<file path="config.mk">
export PLATFORM = sky130hd
export DESIGN_NAME = accumulator
export DESIGN_NICKNAME = d
export VERILOG_FILES = /design/src/rtl/accumulator_pkg.sv /design/src/rtl/accumulator.sv
export SDC_FILE = /design/constraint.sdc
export NUM_CORES = 1
export LEC_CHECK = 0
export ABC_AREA = 1
export CORE_MARGIN = 8
export CORE_UTILIZATION = 36
export DETAILED_ROUTE_END_ITERATION = 8
export PLACE_DENSITY = 0.75
export SLEW_MARGIN = 20
export SYNTH_ARGS = -nofsm -noshare
export SYNTH_HDL_FRONTEND = slang
export SYNTH_SLANG_ARGS = --single-unit
</file>
<file path="constraint.sdc">
create_clock -name clk -period 0.8 [get_ports clk]
set_input_delay 0.16 -clock clk [delete_from_list [all_inputs] [get_ports clk]]
set_output_delay 0.16 -clock clk [all_outputs]
set_load 0.01 [all_outputs]
</file>
<file path="src/rtl/accumulator_pkg.sv">
// Shared SAP datapath constants: word/half widths and the A register reset value.
package accumulator_pkg;

  localparam int DATA_W = 16;
  localparam int LOW_W  = 8;

  localparam logic [DATA_W-1:0] ACC_RESET_VAL = '0;

endpackage

</file>
<file path="src/rtl/accumulator.sv">
// A register of the SAP datapath: full-word or low-half capture from the bus, 1-cycle load latency.
// No backpressure: enables are level-sensitive and reload on every edge they are held; async active-low clear.
module accumulator #(
  parameter int DATA_W = accumulator_pkg::DATA_W,
  parameter int LOW_W  = DATA_W / 2
) (
  input  logic              clk,
  input  logic              rst,
  input  logic              acc_write,
  input  logic              acc_lower_write,
  input  logic [DATA_W-1:0] bus,
  output logic [DATA_W-1:0] aout
);

  import accumulator_pkg::*;

  logic [DATA_W-1:0] acc_q;

  // Full-word load outranks the low-half load; upper half is kept on a partial load.
  always_ff @(posedge clk or negedge rst) begin
    if (!rst) begin
      acc_q <= DATA_W'(ACC_RESET_VAL);
    end else if (acc_write) begin
      acc_q <= bus;
    end else if (acc_lower_write) begin
      acc_q[LOW_W-1:0] <= bus[LOW_W-1:0];
    end
  end

  assign aout = acc_q;

endmodule

</file>
==> metrics.md <==
| Metric | Value |
|---|---|
| Status | `complete, but fails checks` |
| Failing checks | `negative setup slack` |
| Worst Skew | `0 ps` |
| Final Hold Violating Endpoints | `0` |
| Fmax | `1020 MHz` |
| Ranking of synthesized cells by area | `dfrtp_1, nand2_1, o21ai_0` |
| Clk root buf | `clkbuf_4` |
| Distinct cell type count after synthesis | `8` |
| Reg2Reg Depth | `4` |
| Pleak | `0.556 nW` |
| Final Power | `0.00185 W` |
| Worst-margin pin slew | `176 ps` |
| First-pass GRT wire length | `2930 um` |
| Pin count of the biggest net entering global routing | `17` |
| Via Count | `599` |
| Port Buffer Count | `35` |
| Post-DR wirelength/cell | `about 13 um` |
| HP Class | `in -> async` |
| CTS sink cnt | `16` |
| Maxcap violations | `0` |
| Worst path buffer plus inverter count | `1` |
| Critical Path AT | `820 ps` |
| Post-synthesis register bit count | `16` |
| CP Cell Sequence | `buf_2` |
| CTS tree | `yes` |
| Die Ht | `58.1 um` |
| Avg Vias per Cell | `4.50` |
| Inserted Clock Buffers | `3` |
| Critical Path End Type | `primary output` |
| Top FF cell, synth | `dfrtp_1` |
| Tmin final | `976 ps` |
| Fraction of layout instances using a drive strength above 1 | `0.293` |
| Crit path max fanout | `2` |
| Top delay family on crit path | `flip-flops` |
| Area growth, synth to finish | `68.4%` |
| Power Density | `1720 nW/um^2` |
| Core Rows | `15` |
| Final worst setup slack | `-176 ps` |
| Seq pwr share | `0.495` |
| Via count of the first global-routing pass | `625` |
| Global route overflow | `0` |
| Pre-Repair DR Iteration Count | `4` |
| Storage cell area | `about 400 um^2` |
| Endpoints failing setup | `17` |
| Syn avg cell area | `9.52 um^2` |
| Routability cong. | `0.811` |
| Antenna cells | `0` |
| Crit path largest cell delay | `390 ps` |
| Pre-CTS setup slack | `-355 ps` |
| Post-DP HPWL | `about 1300 um` |
| Worst path slowest cell | `dfrtp_1` |
| Multi-input logic area | `185 um^2` |
| Routed WL | `1760 um` |
| Core Region | `1690 um^2` |
| Slew Viols, Final | `0` |
| Post-synth top cells | `nand2_1, dfrtp_1, o21ai_0` |
| Longest Clk Path Bufs | `2` |
| Cell Area, Synth | `638 um^2` |
| DR iter-0 viols | `16` |
| DRT antenna net count | `0` |
| CP required | `640 ps` |
| Setup CP Type | `reg -> out` |
| Synth area leader | `dfrtp_1` |
| Max reg flops | `16` |
| Top Ports | `36` |
| Worst vdd ir | `1.10 mV` |
| Crit start category | `flop` |
| Worst-Skew Late Latency | `280 ps` |
| P_int | `0.00139 W` |
| Yosys top cell area share | `0.627` |
| RSZ-0062 raised after global routing | `true` |
| Ys Warns | `0` |
| Die ar. | `3380 um^2` |
| Number of synthesized flops with an enable pin | `0` |
| Most numerous cell in the Yosys netlist | `nand2_1` |
| Post-synth ARST share | `1.00` |
| Initial core utilization | `0.378` |
| Die Width | `58.1 um` |
| Gate power share | `0.224` |
| Gr usage total | `0.113` |
| Final cycle utilization of the critical path | `1.22` |
| Switching share of power | `0.247` |
| Slew margin rel. | `0.881` |
| Sequential fraction of the synthesis area | `0.627` |
| Power share of the clock group | `0.281` |
| Net Count, Synth | `87` |
| FILL cells | `around 140` |
| Psw | `0.000456 W` |
| Cells after Synth | `67` |
| CTS clk-pin slew, worst paths | `~90 ps` |
| Initial antenna violation count | `0` |
| Critical Path Stages | `1` |
| Htree depth | `1` |
| Final Net Count | `approximately 140` |
| Drt drc | `0` |
layout by cell type, fill, tap and decap left out:
cell	instances
dfrtp_1	16
clkdlybuf4s50_1	17
inv_1	8
o21ai_2	1
dlymetal6s2s_1	1
buf_4	7
o21ai_1	6
buf_6	6
dlygate4sd2_1	1
clkbuf_8	1
clkbuf_4	3
nand2_1	24
o21ai_0	9
buf_2	14
buf_12	1
nor2_4	1
worst paths after layout:
kind | start | end | slack [ps]
worst max-delay path | aout[5]$_DFFE_PN0P_ | aout[5] | -180
worst min-delay path | rst | aout[3]$_DFFE_PN0P_ | 210
worst max register to register | aout[11]$_DFFE_PN0P_ | aout[11]$_DFFE_PN0P_ | -20
worst min register to register | aout[4]$_DFFE_PN0P_ | aout[4]$_DFFE_PN0P_ | 480
max in group asynchronous | rst | aout[1]$_DFFE_PN0P_ | 470
min in group clk | acc_lower_write | aout[2]$_DFFE_PN0P_ | 280
kinds of logic (layout without fill, tap and decap cells):
family / count (synthesis) / after routing / share of synthesized area
AND/OR/NAND/NOR: 25 / 25 / 0.159
AO/OA/AOI/OAI: 16 / 16 / 0.131
flip-flops: 16 / 16 / 0.627
buffers and inverters: 10 / 59 / 0.0824
final cells by class:
| type | instances | area share |
|---|---|---|
| Timing Repair Buffer | 47 | 0.374 |
| Sequential cell | 16 | 0.373 |
| Multi-Input combinational cell | 41 | 0.172 |
| Clock buffer | 4 | 0.0338 |
| Inverter | 8 | 0.0279 |
| Tap cell | 17 | 0.0198 |
routing by layer:
layer	part of all wire	up-vias	global-route usage	wire length (um)
li1	-	309	-	-
met3	0.099	4	0.0530	174
met2	0.47	26	0.183	830
met5	0	-	0	0
met4	0.012	0	0.0420	21
met1	0.42	260	0.127	730
power by group through the flow:
stage          Combinational (W)  Sequential [W]  Clock [W]
2_1_floorplan          0.0000854        0.000963          0
3_3_place_gp            0.000431        0.000927          0
3_5_place_dp            0.000436        0.000929          0
4_1_cts                 0.000390        0.000910   0.000540
5_1_grt                 0.000460        0.000923   0.000593
6_report                0.000413        0.000914   0.000519
what timing repair did:
action | 4_1_cts | 5_1_grt
cloned | 1 | 1
resized for setup | 70 | 5
pin swaps | 3 | 2
setup buffers | 3 | 2
endpoints found under the setup margin | 24 | 24
hold buffers | 0 | 0
stage by stage:
| step | utilization | area [um^2] | cells | setup TNS [ps] | hold slack [ps] |
|---|---|---|---|---|---|
| 3_5_place_dp | 0.623 | 1050 | 124 | -8580 | 474 |
| 4_1_cts | 0.612 | 1030 | 130 | -2770 | 214 |
| 3_3_place_gp | 0.623 | 1050 | 124 | -8240 | 479 |
| 2_1_floorplan | - | 638 | 67 | 0 | -136 |
| 6_report | 0.636 | 1070 | 133 | -2640 | 212 |
| 5_1_grt | 0.636 | 1070 | 133 | -3460 | 206 |
No activity file was read; power rests on OpenSTA's default activity.
